==> src/rtl/tbird_lamp_monitor.sv <==
// In-system checker for the six-lamp Thunderbird tail-light sequence.
// Decodes each lamp frame, tracks the sequence and flags and counts violations.
module tbird_lamp_monitor #(
   parameter int unsigned CNT_W     = 8,
   parameter bit          CHECK_REQ = 1'b1
) (
   input  logic             clk,
   input  logic             reset,
   input  logic             left,
   input  logic             right,
   input  logic [5:0]       lamps,
   output logic [1:0]       dir,
   output logic [1:0]       phase,
   output logic             seq_done,
   output logic             err,
   output logic [1:0]       err_code,
   output logic [CNT_W-1:0] err_count,
   output logic [CNT_W-1:0] seq_count
);

   typedef enum logic [2:0] {
      S_IDLE, S_L1, S_L2, S_L3, S_R1, S_R2, S_R3, S_UNSYNC
   } state_t;

   typedef enum logic [1:0] {
      E_NONE  = 2'b00,
      E_FRAME = 2'b01,
      E_TRANS = 2'b10,
      E_UNREQ = 2'b11
   } err_code_t;

   localparam logic [CNT_W-1:0] CNT_MAX = '1;
   localparam logic [CNT_W-1:0] CNT_ONE = CNT_W'(1);

   state_t    state;
   state_t    state_nxt;
   state_t    frame_state;
   logic      frame_ok;
   logic      left_q;
   logic      right_q;
   logic      err_nxt;
   logic      done_nxt;
   err_code_t code_nxt;
   logic [1:0] dir_nxt;
   logic [1:0] phase_nxt;

   function automatic logic legal_move(input state_t from, input state_t to);
      logic ok;
      case (from)
         S_IDLE:  ok = (to == S_IDLE) || (to == S_L1) || (to == S_R1);
         S_L1:    ok = (to == S_L2);
         S_L2:    ok = (to == S_L3);
         S_R1:    ok = (to == S_R2);
         S_R2:    ok = (to == S_R3);
         S_L3,
         S_R3:    ok = (to == S_IDLE);
         default: ok = 1'b0;
      endcase
      return ok;
   endfunction

   // NOTE: every combinational output gets a default before the case so no latch is inferred.
   always_comb begin
      frame_ok    = 1'b1;
      frame_state = S_IDLE;
      case (lamps)
         6'b000000: frame_state = S_IDLE;
         6'b001000: frame_state = S_L1;
         6'b011000: frame_state = S_L2;
         6'b111000: frame_state = S_L3;
         6'b000100: frame_state = S_R1;
         6'b000110: frame_state = S_R2;
         6'b000111: frame_state = S_R3;
         default:   frame_ok    = 1'b0;
      endcase
   end

   // An illegal frame outranks every other check; a bad transition outranks the request check.
   always_comb begin
      state_nxt = state;
      err_nxt   = 1'b0;
      done_nxt  = 1'b0;
      code_nxt  = E_NONE;
      if (state == S_UNSYNC) begin
         if (frame_ok && (frame_state == S_IDLE)) begin
            state_nxt = S_IDLE;
         end
      end else if (!frame_ok) begin
         state_nxt = S_UNSYNC;
         err_nxt   = 1'b1;
         code_nxt  = E_FRAME;
      end else begin
         state_nxt = frame_state;
         if (!legal_move(state, frame_state)) begin
            err_nxt  = 1'b1;
            code_nxt = E_TRANS;
         end else if (CHECK_REQ && (state == S_IDLE) &&
                      (((frame_state == S_L1) && !left_q) ||
                       ((frame_state == S_R1) && !right_q))) begin
            err_nxt  = 1'b1;
            code_nxt = E_UNREQ;
         end else if ((state == S_L3) || (state == S_R3)) begin
            done_nxt = 1'b1;
         end
      end
   end

   always_comb begin
      dir_nxt   = 2'b00;
      phase_nxt = 2'd0;
      case (state_nxt)
         S_L1:     begin dir_nxt = 2'b01; phase_nxt = 2'd1; end
         S_L2:     begin dir_nxt = 2'b01; phase_nxt = 2'd2; end
         S_L3:     begin dir_nxt = 2'b01; phase_nxt = 2'd3; end
         S_R1:     begin dir_nxt = 2'b10; phase_nxt = 2'd1; end
         S_R2:     begin dir_nxt = 2'b10; phase_nxt = 2'd2; end
         S_R3:     begin dir_nxt = 2'b10; phase_nxt = 2'd3; end
         S_UNSYNC: begin dir_nxt = 2'b11; phase_nxt = 2'd0; end
         default:  begin dir_nxt = 2'b00; phase_nxt = 2'd0; end
      endcase
   end

   // NOTE: sequential state uses non-blocking assignments so every register samples pre-edge values.
   always_ff @(posedge clk or negedge reset) begin
      if (!reset) begin
         state     <= S_IDLE;
         left_q    <= 1'b0;
         right_q   <= 1'b0;
         dir       <= 2'b00;
         phase     <= 2'd0;
         seq_done  <= 1'b0;
         err       <= 1'b0;
         err_code  <= 2'b00;
         err_count <= '0;
         seq_count <= '0;
      end else begin
         state    <= state_nxt;
         left_q   <= left;
         right_q  <= right;
         dir      <= dir_nxt;
         phase    <= phase_nxt;
         seq_done <= done_nxt;
         err      <= err_nxt;
         if (err_nxt) begin
            err_code <= code_nxt;
         end
         if (err_nxt && (err_count != CNT_MAX)) begin
            err_count <= err_count + CNT_ONE;
         end
         if (done_nxt && (seq_count != CNT_MAX)) begin
            seq_count <= seq_count + CNT_ONE;
         end
      end
   end

endmodule

==> config.mk <==
export PLATFORM = sky130hd
export DESIGN_NAME = tbird_lamp_monitor
export DESIGN_NICKNAME = d
export VERILOG_FILES = /design/src/rtl/tbird_lamp_monitor.sv
export SDC_FILE = /design/constraint.sdc
export NUM_CORES = 1
export LEC_CHECK = 0
export ABC_AREA = 1
export CORE_UTILIZATION = 48
export CTS_CLUSTER_DIAMETER = 150
export DETAILED_ROUTE_END_ITERATION = 10
export HOLD_SLACK_MARGIN = 0.05
export PLACE_DENSITY_LB_ADDON = 0.05
export SYNTH_ARGS = -nofsm -noshare
export SYNTH_HDL_FRONTEND = slang
export SYNTH_SLANG_ARGS = --single-unit
==> constraint.sdc <==
create_clock -name clk -period 2.2 [get_ports clk]
set_clock_uncertainty 0.05 [all_clocks]
set_input_delay 0.33 -clock clk [delete_from_list [all_inputs] [get_ports clk]]
set_output_delay 0.33 -clock clk [all_outputs]
set_load 0.03 [all_outputs]
**After elaboration in Yosys (flattened, before gate mapping)**

Cells that the tools add are included.

- Memories kept: 0
- Output and inout port bits: 24
- Latch bits: 0
- Bits in registers: 29
- Memory bits (writable): 0
- Word-level logic and storage cells: 85
- Memory bits (read-only): 0

- Bitwise gates (word level): 0
- Divide/modulo/power cells: 0
- $add $sub $neg: 2
- Eq/ne operators: 28
- Mux-type cells: 23
- Shift operators: 0
- Reduce and logical (&&, ||, !) cells: 22
- $mul: 0
- $lt $le $gt $ge: 0

Operators by type and width:

| cell | number |
|---|---|
| 3-bit equality test (second input constant) | 11 |
| 3-bit by 2-bit equality test with 1-bit output (second input constant) | 6 |
| 6-bit by 3-bit equality test with 1-bit output (second input constant) | 3 |
| 3-bit case mux with 6 select lines | 1 |
| 8-bit by 1-bit adder with 8-bit output (second input constant) | 2 |
| 8-bit inequality test (second input constant) | 2 |
| 1-bit two-way mux | 12 |
| 2-bit case mux with 3 select lines | 2 |
| 3-bit by 1-bit equality test with 1-bit output (second input constant) | 3 |
| 3-bit two-way mux | 3 |
| 2-bit two-way mux | 4 |
| 2-bit OR reduction | 4 |
| 7-bit OR reduction | 1 |
| 6-bit by 4-bit equality test with 1-bit output (second input constant) | 1 |
| 6-bit by 5-bit equality test with 1-bit output (second input constant) | 1 |
| 6-bit equality test (second input constant) | 1 |
| 1-bit logical AND | 6 |
| 3-bit zero test | 2 |
| 6-bit zero test | 1 |
| 1-bit case mux with 6 select lines | 1 |
| 3-bit OR reduction | 2 |
| 1-bit logical OR | 4 |
| 1-bit zero test | 2 |

**Logic depth before layout (Yosys ltp)**

Gate-level depths: netlist (run 1).

- Depth in word-level cells: 12
- Depth in mapped cells: 13
- Gate-level depth less buffers: 13

**Worst setup path after synthesis (run 1)**

OpenSTA, ideal clock, no wires.

- Kind: register -> register
- Start point: register err_count[0]
- End point: register err_count[6]
- Period minus slack after synthesis: 1.855 ns
- Cell stages (with the launch flop): 8
- Data arrival time: 1.739 ns
- Path slack: 0.345 ns
- Data required time: 2.084 ns
- Cells stage by stage: dfrtp_1 -> ha_1 -> nand2_1 -> nor3b_1 -> nand3_1 -> nand3_4 -> nand2_1 -> nand2_1

- Cells in the longest elaborated chain, start to end: 2
- Elaborated cells between the ends (all ways): 3

Ends and longest elaborated chain:

| item | RTL line | RTL |
|---|---|---|
| from (decl) | 17 | `output logic [CNT_W-1:0] err_count,` |
| from (signal assigned) | 148 | `err_count <= err_count + CNT_ONE;` |
| parallel branches: the longest is 2 deep, another holds 8-bit by 1-bit adder with 8-bit output | n/a |  |

Several ways; the timed one is not identified.
A chain may end at the register's enable or synchronous reset.

**Worst setup path after layout (run 1)**

- Start point: register err_count[0]
- End point: register err_count[7]

Same word-level chain as after synthesis.

==> flow_summary_export.csv, run 1 <==
group,metric,value,unit
outcome,run_status,"finished clean",
worst_setup_path,criticalPathCategory,"flop to flop",
timing,setup_violations,0,
die,floorplan.rows,20,
timing,max_slew.worst_pin.slew,468.2,ps
yosys,synthFlopType,"dfrtp_1",
yosys,seq_area_frac_synth,44.34,%
finish,area_delta_synth_final,28.98,%
timing,count_of_endpoints_failing_hold_in_the_final_timing_report,0,
grt,antenna_violations_before_repair,0,
grt,grt_pass1_vias,1328,
worst_setup_path,worstPathRequired,2410,ps
die,initial_core_util,51.90,%
routing,wl_per_cell,12.00,um
finish,multiInputGateArea,813.3,um2
clocking,cts.repair.resized,0,
clocking,clk_transition_reported_paths,90,ps
die,core_region_area,3153,um2
yosys,synth_xor_xnor_area_share,6.957,%
die,ios,34,
finish,mostFrequentLayoutCell,"nand2_1",
grt,grt_pass1_wl,5727,um
power,power.density_cell_area,723.8,nW/um2
yosys,synth_top_family_by_area,"simple AND/OR/NAND/NOR gates",
worst_setup_path,startpoint_type,"flop",
worst_setup_path,rr_worst_depth,7,
yosys,synth-edff-count,0,
finish,final_cell_mix,"nand2_1 (58), clkdlybuf4s50_1 (33), dfrtp_1 (29), inv_1 (18), nand3_1 (14)",
yosys,synthDominantAreaCellType,"dfrtp_1",
finish,post_route_cells_drive_above_1_share,14.88,%
grt,grt_start_max_net_pins,30,
clocking,cts_hold_repair.buffers,0,
yosys,synth-warning-count,0,
placed_design,dpl_cell_area,2056,um2
die,die_w,60.39,um
yosys,ys_ff_latch,29,
timing,fin_setup_tns,0,ps
finish,final_nets,254,
clocking,post_cts_setup_buffers,0,
clocking,htree_num_levels,2,
routing,detail_route.vias_per_cell,5.007,
timing,clock.fmax,522.1,MHz
yosys,async_flop_share,100.0,%
finish,layout.filler_cells,285,
finish,antenna-diode-count,0,
clocking,tritoncts,"yes",
power,power.static_leakage,1.023,nW
worst_setup_path,critical_path_arrival,2120,ps
routing,detail_route.drc_violations,0,
finish,post-route-cell-area,2111,um2
yosys,post_synth_fa_ha_maj_area_fraction,1.529,%
yosys,post_synth_inst_count,198,
yosys,synth-compound-area-share,3.670,%
placed_design,buffer_ports.inserted,33,
timing,maxSlewHeadroom,68.76,%
clocking,cts_max_path_buffers,2,
clocking,cts_inserted_buffers,5,
worst_setup_path,setup.worst_path.end_class,"flop",
die,design.die.area,3647,um2
clocking,clock-root-buffer,"clkbuf_4",
routing,drt_iter0_markers,100,
timing,fin_crit_sh,87.06,%
power,totalPowerFinal,1.528,mW
timing,hold_ws,337.2,ps
worst_setup_path,library_cell_appearing_most_often_on_the_critical_path,"nand2_1",
grt,gr_overflow_total,0,
worst_setup_path,setup.worst_path.start,"err_count[0]",
yosys,yosysUniqueCellTypes,27,
placed_design,gp_routability_congestion,0.9257,
finish,ff_latch_area,725.7,um2
yosys,yosys.area_share.simple,36.85,%
worst_setup_path,worstSetupEndpoint,"err_count[7]",
timing,finalCriticalPeriod,1915,ps
worst_setup_path,crit_path_cell_trace,"ha_1, nand2_1, nor3b_1, nand3_1, nand3_4, nand2_1, nand2_1",
yosys,synth_largest_type_area_fraction,44.34,%
timing,rsz0062_at_grt,"false",
yosys,syn-cell-area,1637,um2
routing,dr_total_vias,1432,
worst_setup_path,r2r-start,"err_count[0]",
grt,grt_util_all_layers,21.48,%
worst_setup_path,crit_path_max_fanout,9,
placed_design,dpl.hpwl,2610,um
yosys,avg_cell_area_syn,8.266,um2
worst_setup_path,reg2reg_setup_slack,280,ps
routing,drt-total-wl,3433,um
worst_setup_path,slowest_stage,"dfrtp_1",
worst_hold_path,holdCritPathClass,"input port to asynchronous set/reset pin",
clocking,clock_sinks,29,
clocking,worst_skew_pair.late_latency,320,ps
routing,antenna_violating_nets_post_route,0,
yosys,post_synth_main_area_contributors,"dfrtp_1 (44%), nand2_1 (13%), xor2_1 (4.8%)",
run,number_of_max_cap_violations,0,
timing,slew_viol_final,0,
worst_setup_path,max_incr_delay_on_cp,430,ps
die,die_span_y,60.39,um
power,peakVddDrop,0.0003723,V
yosys,synthMuxAreaShare,0.6881,%
yosys,postSynthNetCount,210,
routing,drt-pass1-iter-count,4,
worst_setup_path,crit-reg2reg-capture,"err_count[7]",
[critical path, delay by kind of cell (launching register included)]
kind / cells / cell delay, ps
simple gates: 6 / 1170
flops: 1 / 430
fa+ha+maj: 1 / 210
[worst min-delay path by stage]
stage,start,endpoint,slack (ps),cells past startpoint
2_1_floorplan,reset,dir[0],-20,0
3_3_place_gp,seq_count[3],seq_count[3],430,1
3_5_place_dp,seq_count[3],seq_count[3],440,1
4_1_cts,reset,dir[1],350,2
5_1_grt,left,left_q,370,1
6_report,reset,err_count[1],340,2
[cell usage after synthesis, drive strengths merged, types with 2 or more instances]
cell type and number:
dfrtp 29, ha 2, inv 25, nand2 63, nand3 18, nand3b 3
nand4 10, nor2 19, nor3 3, o211ai 2, o21ai 6, xnor2 4
xor2 9
[logic make-up after synthesis]
group,after synthesis
buffers and inverters,26
AOI/OAI and AO/OA,10
adders and majority gates,2
muxes,1
and+or+nand+nor,117
xor gates and xnor gates,13
DFF,29
[stage by stage]
step	setup slack [ps]	utilization, %	std cells
after floorplan	344.9	-	198
after global placement	-4.860	65.20	279
after detailed placement	-49.46	65.20	279
after CTS	277.3	66.94	286
after global routing	120.8	66.94	286
final	284.7	66.94	286
[metal layers]
metal	wire length, um	GRT usage [%]	share of wire [%]
met1	1601	28.88	47
met2	1604	33.75	47
met3	212	4.478	6.2
met4	15	8.970	0.44
met5	0	0	0
[flip-flops by register name (all words and copies together), names as in the netlist]
signal,cells
left_q,1
dir,2
seq_count,8
seq_done,1
err_code,2
phase,2
err_count,8
err,1
right_q,1
state,3
[report_power, final]
| group | leakage [nW] | switching (mW) | internal, mW |
|---|---|---|---|
| Clock | 0.0314 | 0.180 | 0.151 |
| Sequential | 0.364 | 0.0784 | 0.607 |
| Combinational | 0.628 | 0.302 | 0.210 |
[cell type report]
type                    instances  area share [%]
clock buffers                   7           2.608
multi-input cells             143           38.53
repair buffers                 38           17.43
flip-flops and latches         29           34.38
inverters                      25           4.446
well taps                      44           2.608
Power figures use the tool's default switching activity.
==> inputs of run 2 (changes only) <==
--- a/config.mk
+++ b/config.mk
@@ -6,7 +6,8 @@
 export NUM_CORES = 1
 export LEC_CHECK = 0
 export ABC_AREA = 1
-export CORE_UTILIZATION = 48
+export CORE_MARGIN = 5
+export CORE_UTILIZATION = 46
 export CTS_CLUSTER_DIAMETER = 150
 export DETAILED_ROUTE_END_ITERATION = 10
 export HOLD_SLACK_MARGIN = 0.05
==> constraint.sdc (replaced) <==
create_clock -name clk -period 1.6 [get_ports clk]
set_clock_uncertainty 0.05 [all_clocks]
set_input_delay 0.24 -clock clk [delete_from_list [all_inputs] [get_ports clk]]
set_output_delay 0.24 -clock clk [all_outputs]
set_load 0.03 [all_outputs]
==> flow_summary_export.csv, run 2 (same netlist as run 1, synthesis figures left out) <==
group,metric,value,unit
outcome,run_status,"finished, violations left",
outcome,violated_checks,"setup timing",
clocking,clock_sinks,29,
power,peakVddDrop,0.0007113,V
die,ios,34,
routing,route.layer.met1.wl,1762,um
routing,drt-total-wl,4043,um
power,power.density_cell_area,888.2,nW/um2
timing,clock.fmax,592.7,MHz
power,totalPowerFinal,2.118,mW
clocking,cts_inserted_buffers,5,
routing,wl_per_cell,13.04,um
timing,worst_slack,-87.07,ps
worst_setup_path,slowest_stage,"dfrtp_2",
clocking,cts_max_path_buffers,2,
timing,finalCriticalPeriod,1687,ps
die,core_region_area,3390,um2
grt,grt_util_all_layers,17.40,%
routing,met3_wirelength,190,um
grt,antenna_violations_before_repair,0,
die,die_w,69.65,um
finish,layout.filler_cells,290,
timing,maxSlewHeadroom,75.68,%
finish,multiInputGateArea,957.2,um2
finish,post_route_cells_drive_above_1_share,33.71,%
grt,grt_pass1_wl,6900,um
placed_design,dpl_cell_area,2196,um2
finish,antenna-diode-count,0,
finish,final_nets,275,
worst_setup_path,reg2reg_setup_slack,-90,ps
worst_setup_path,startpoint_type,"flop",
die,floorplan.rows,21,
routing,drt-pass1-iter-count,4,
clocking,worst_skew_pair.late_latency,310,ps
worst_setup_path,critical_path.top_delay_family,"simple AND/OR/NAND/NOR gates",
placed_design,buffer_ports.inserted,33,
worst_setup_path,library_cell_appearing_most_often_on_the_critical_path,"nor2_4",
timing,setup_violations,14,
finish,top_regs,"err_count x8, seq_count x8, state x3",
run,number_of_max_cap_violations,0,
finish,area_delta_synth_final,45.72,%
clocking,htree_num_levels,2,
clocking,clk_transition_reported_paths,100,ps
die,design.die.area,4850,um2
finish,final_cell_mix,"nand2_1 (47), dlygate4sd2_1 (28), buf_4 (24), dfrtp_1 (23), inv_1 (16)",
finish,mostFrequentLayoutCell,"nand2_1",
routing,met2_length,2028,um
finish,post-route-cell-area,2385,um2
routing,dr_total_vias,1524,
finish,finalCoreUtilization,70.36,%
routing,dr.max_layer_used,"met4",
worst_hold_path,holdCritPathClass,"input port to asynchronous set/reset pin",
placed_design,dp_worst_setup_slack,-507.5,ps
finish,ff_latch_area,733.2,um2
worst_setup_path,setup.worst_path.end_class,"flop",
clocking,tritoncts,"yes",
worst_setup_path,crit_path_cell_trace,"inv_2, o21ai_1, nand2_1, nand3b_1, nor2_4, nand2_4, nor2_4, buf_4, xor2_2",
grt,grt_start_max_net_pins,30,
placed_design,dpl.hpwl,2835,um
timing,max_slew.worst_pin.slew,364.8,ps
routing,antenna_violating_nets_post_route,0,
timing,slew_viol_final,0,
routing,detail_route.drc_violations,0,
placed_design,gp_routability_congestion,0.8791,
die,die_span_y,69.65,um
routing,drt_iter0_markers,61,
worst_setup_path,crit_path_max_fanout,5,
grt,gr_overflow_total,0,
worst_setup_path,max_incr_delay_on_cp,450,ps
worst_setup_path,criticalPathCategory,"flop to flop",
timing,rsz0062_at_grt,"true",
worst_setup_path,critical_path_arrival,1870,ps
die,initial_core_util,48.28,%
timing,count_of_endpoints_failing_hold_in_the_final_timing_report,0,
grt,grt_pass1_vias,1575,
worst_setup_path,worstPathRequired,1780,ps
clocking,clock-root-buffer,"clkbuf_4",
power,power.static_leakage,1.226,nW
timing,fin_crit_sh,105.4,%
routing,detail_route.vias_per_cell,4.916,
worst_setup_path,crit_buf_inv,2,
==> run 2: cell types whose count changed in the layout (fill, tap and decap cells not counted), sizes merged <==
cell | previous run | this run
clkdlybuf4s50 | 33 | 3
dlygate4sd2 | 0 | 28
buf | 5 | 25
clkinv | 0 | 2
dlymetal6s2s | 0 | 2
clkbuf | 7 | 6
nand3 | 18 | 19
==> run 2: report_power, final <==
part	total, mW	switching (mW)	internal, mW
sequential	0.968	0.125	0.844
clock	0.414	0.247	0.167
combinational	0.736	0.454	0.283
total	2.12	0.825	1.29
==> run 2: per-layer routing <==
| metal | global-route usage, % | vias up |
|---|---|---|
| li1 | - | 769 |
| met1 | 21.02 | 713 |
| met2 | 29.45 | 36 |
| met3 | 5.072 | 6 |
| met4 | 6.170 | 0 |
| met5 | 0 | - |
==> run 2: path summary, 6_finish.rpt <==
path | from | to | cells after the start
setup / recovery | state[1] | seq_count[5] | 9
hold / removal | reset | err_count[2] | 2
setup reg to reg | state[1] | seq_count[5] | 9
hold reg to reg | seq_count[7] | seq_count[7] | 1
max in group asynchronous | reset | err_count[0] | 2
min in group clk | left | left_q | 1
==> run 2: worst reg2reg max path: stages (launching register included) <==
cell and delay [ps]:
dfrtp_2 450, inv_2 60, o21ai_1 120, nand2_1 70, nand3b_1 240, nor2_4 160
nand2_4 110, nor2_4 110, buf_4 120, xor2_2 130
==> run 2: metrics by stage <==
step                setup TNS (ps)  hold slack (ps)  cells
global placement             -9274            430.1    295
finish                      -690.5            258.6    310
global route                 -2629            296.2    310
detailed placement          -11190            443.7    295
CTS                         -302.1            260.8    308
floorplan                        0           -105.6    198
==> run 2: layout make-up <==
class / count / area share [%]
Clock buffer: 6 / 1.731
Clock inverter: 2 / 0.4197
Multi-Input combinational cell: 144 / 40.14
Inverter: 25 / 3.935
Timing Repair Buffer: 58 / 20.62
Sequential cell: 29 / 30.74
Tap cell: 46 / 2.413
==> run 2: what timing repair did <==
action                                  4_1_cts  5_1_grt
gates resized for setup                      46       17
hold endpoints to repair                      0        0
hold buffers                                  0        0
cloned                                        1        0
endpoints found under the setup margin       46       24
pin swaps                                    11        8
buffers inserted                              4        2
==> inputs of run 3 (changes only) <==
--- a/config.mk
+++ b/config.mk
@@ -10,8 +10,10 @@
 export CORE_UTILIZATION = 46
 export CTS_CLUSTER_DIAMETER = 150
 export DETAILED_ROUTE_END_ITERATION = 10
+export GPL_TIMING_DRIVEN = 0
 export HOLD_SLACK_MARGIN = 0.05
 export PLACE_DENSITY_LB_ADDON = 0.05
+export RECOVER_POWER = 100
 export SYNTH_ARGS = -nofsm -noshare
 export SYNTH_HDL_FRONTEND = slang
 export SYNTH_SLANG_ARGS = --single-unit
==> flow_summary_export.csv, run 3 (same netlist as run 1, synthesis figures left out) <==
group,metric,value,unit
routing,detail_route.vias_per_cell,4.966,
finish,area_delta_synth_final,38.46,%
routing,drt-pass1-iter-count,4,
worst_hold_path,holdCritPathClass,"input port to flop",
power,power.static_leakage,1.146,nW
routing,wl_per_cell,12.35,um
worst_setup_path,critical_path_arrival,1810,ps
power,power.density_cell_area,914.9,nW/um2
grt,antenna_violations_before_repair,0,
die,die_w,69.65,um
grt,gr_overflow_total,0,
routing,drt-total-wl,3655,um
die,core_region_area,3390,um2
timing,setup_violations,12,
clocking,clock-root-buffer,"clkbuf_4",
routing,detail_route.drc_violations,0,
timing,maxSlewHeadroom,53.57,%
routing,dr_total_vias,1470,
clocking,htree_num_levels,2,
finish,antenna-diode-count,0,
grt,grt_util_all_layers,16.67,%
placed_design,gp_routability_congestion,0.8188,
worst_setup_path,worstPathRequired,1760,ps
timing,rsz0062_at_grt,"true",
die,initial_core_util,48.28,%
placed_design,buffer_ports.inserted,33,
worst_hold_path,hold_depth,6,
die,die_span_y,69.65,um
placed_design,dpl_cell_area,2057,um2
die,ios,34,
clocking,cts_inserted_buffers,5,
die,design.die.area,4850,um2
worst_setup_path,reg2reg_setup_slack,-50,ps
timing,slew_viol_final,0,
grt,grt_pass1_vias,1531,
finish,mostFrequentLayoutCell,"nand2_1",
worst_setup_path,crit_path_max_fanout,5,
timing,max_slew.worst_pin.slew,696.4,ps
worst_setup_path,criticalPathCategory,"flop to flop",
routing,drt_iter0_markers,105,
timing,count_of_endpoints_failing_hold_in_the_final_timing_report,0,
worst_setup_path,rr_worst_depth,9,
outcome,run_status,"finished, violations left",
timing,worst_slack,-46.76,ps
grt,grt_pass1_wl,6658,um
outcome,violated_checks,"setup timing",
worst_setup_path,setup.worst_path.end_class,"flop",
clocking,tritoncts,"yes",
timing,clock.fmax,607.3,MHz
finish,post-route-cell-area,2266,um2
worst_setup_path,startpoint_type,"flop",
clocking,cts_max_path_buffers,2,
finish,final_cell_mix,"nand2_1 (47), dlygate4sd2_1 (28), dfrtp_1 (23), inv_1 (14), nand2_2 (13)",
finish,top_regs,"err_count x8, seq_count x8, state x3",
clocking,worst_skew_pair.late_latency,320,ps
clocking,clock_sinks,29,
run,number_of_max_cap_violations,0,
clocking,clk_transition_reported_paths,100,ps
timing,hold_ws,393.7,ps
placed_design,dpl.hpwl,2609,um
timing,fin_crit_sh,102.9,%
finish,post_route_cells_drive_above_1_share,32.40,%
power,totalPowerFinal,2.073,mW
power,peakVddDrop,0.0008988,V
finish,final_nets,261,
grt,grt_start_max_net_pins,30,
timing,finalCriticalPeriod,1647,ps
die,floorplan.rows,21,
routing,antenna_violating_nets_post_route,0,
placed_design,dp_worst_setup_slack,-559.1,ps
==> run 3: cell types whose count changed in the layout (fill, tap and decap cells not counted), moves of 3 or more <==
cell	change
clkdlybuf4s50_1	-3
clkbuf_2	+3
buf_4	-16
dlygate4sd3_1	+3
==> run 3: repair_timing <==
action                                 4_1_cts  5_1_grt
setup endpoints to repair                   45       26
endpoints found under the hold margin        0       29
pin swaps                                   10       20
resized for setup                           42       31
cloned                                       1        0
buffers inserted                             8        1
hold buffers                                 0        1
==> run 3: final timing paths <==
kind,endpoint,start
max in group asynchronous,err_count[0],reset
min in group asynchronous,seq_count[5],reset
min reg2reg,seq_count[2],seq_count[2]
max,seq_count[4],state[1]
max reg2reg,seq_count[4],state[1]
min,dir[1],lamps[2]
==> run 3: power breakdown <==
part	switching (mW)	internal [mW]	leakage, nW	total [mW]
registers	0.122	0.844	0.358	0.966
logic	0.443	0.254	0.755	0.697
clock network	0.243	0.167	0.0320	0.410
==> run 3: critical path, cell delays in order, from the launching register on <==
cell	delay, ps
dfrtp_2	430
inv_2	60
o21ai_2	150
nand2_2	70
nand3b_1	210
nor2_4	150
nand2_4	110
nor2_4	140
nand2_2	60
xnor2_1	120
==> run 3: layer usage <==
metal | GRT usage (%) | up-vias | share of wire (%)
met5 | 0 | - | 0
li1 | - | 743 | -
met3 | 4.928 | 7 | 4.3
met2 | 27.75 | 37 | 49
met1 | 20.43 | 683 | 46
met4 | 5.957 | 0 | 1.3
==> run 3: area by class of cell <==
cell class | instances | area [um2]
Buffer | 1 | 5.005
Clock buffer | 6 | 41.29
Clock inverter | 2 | 10.01
Fill cell | 287 | 1124
Inverter | 25 | 96.34
Multi-Input combinational cell | 144 | 962.2
Sequential cell | 29 | 733.2
Tap cell | 46 | 57.56
Timing Repair Buffer | 43 | 360.3
==> run 3: through the flow <==
stage               setup TNS (ps)  utilization [%]  instances
floorplan                        0                -        198
global placement            -16380            60.69        277
detailed placement          -18980            60.69        277
CTS                         -193.4            64.56        294
global route                 -2594            66.85        296
finish                      -344.7            66.85        296
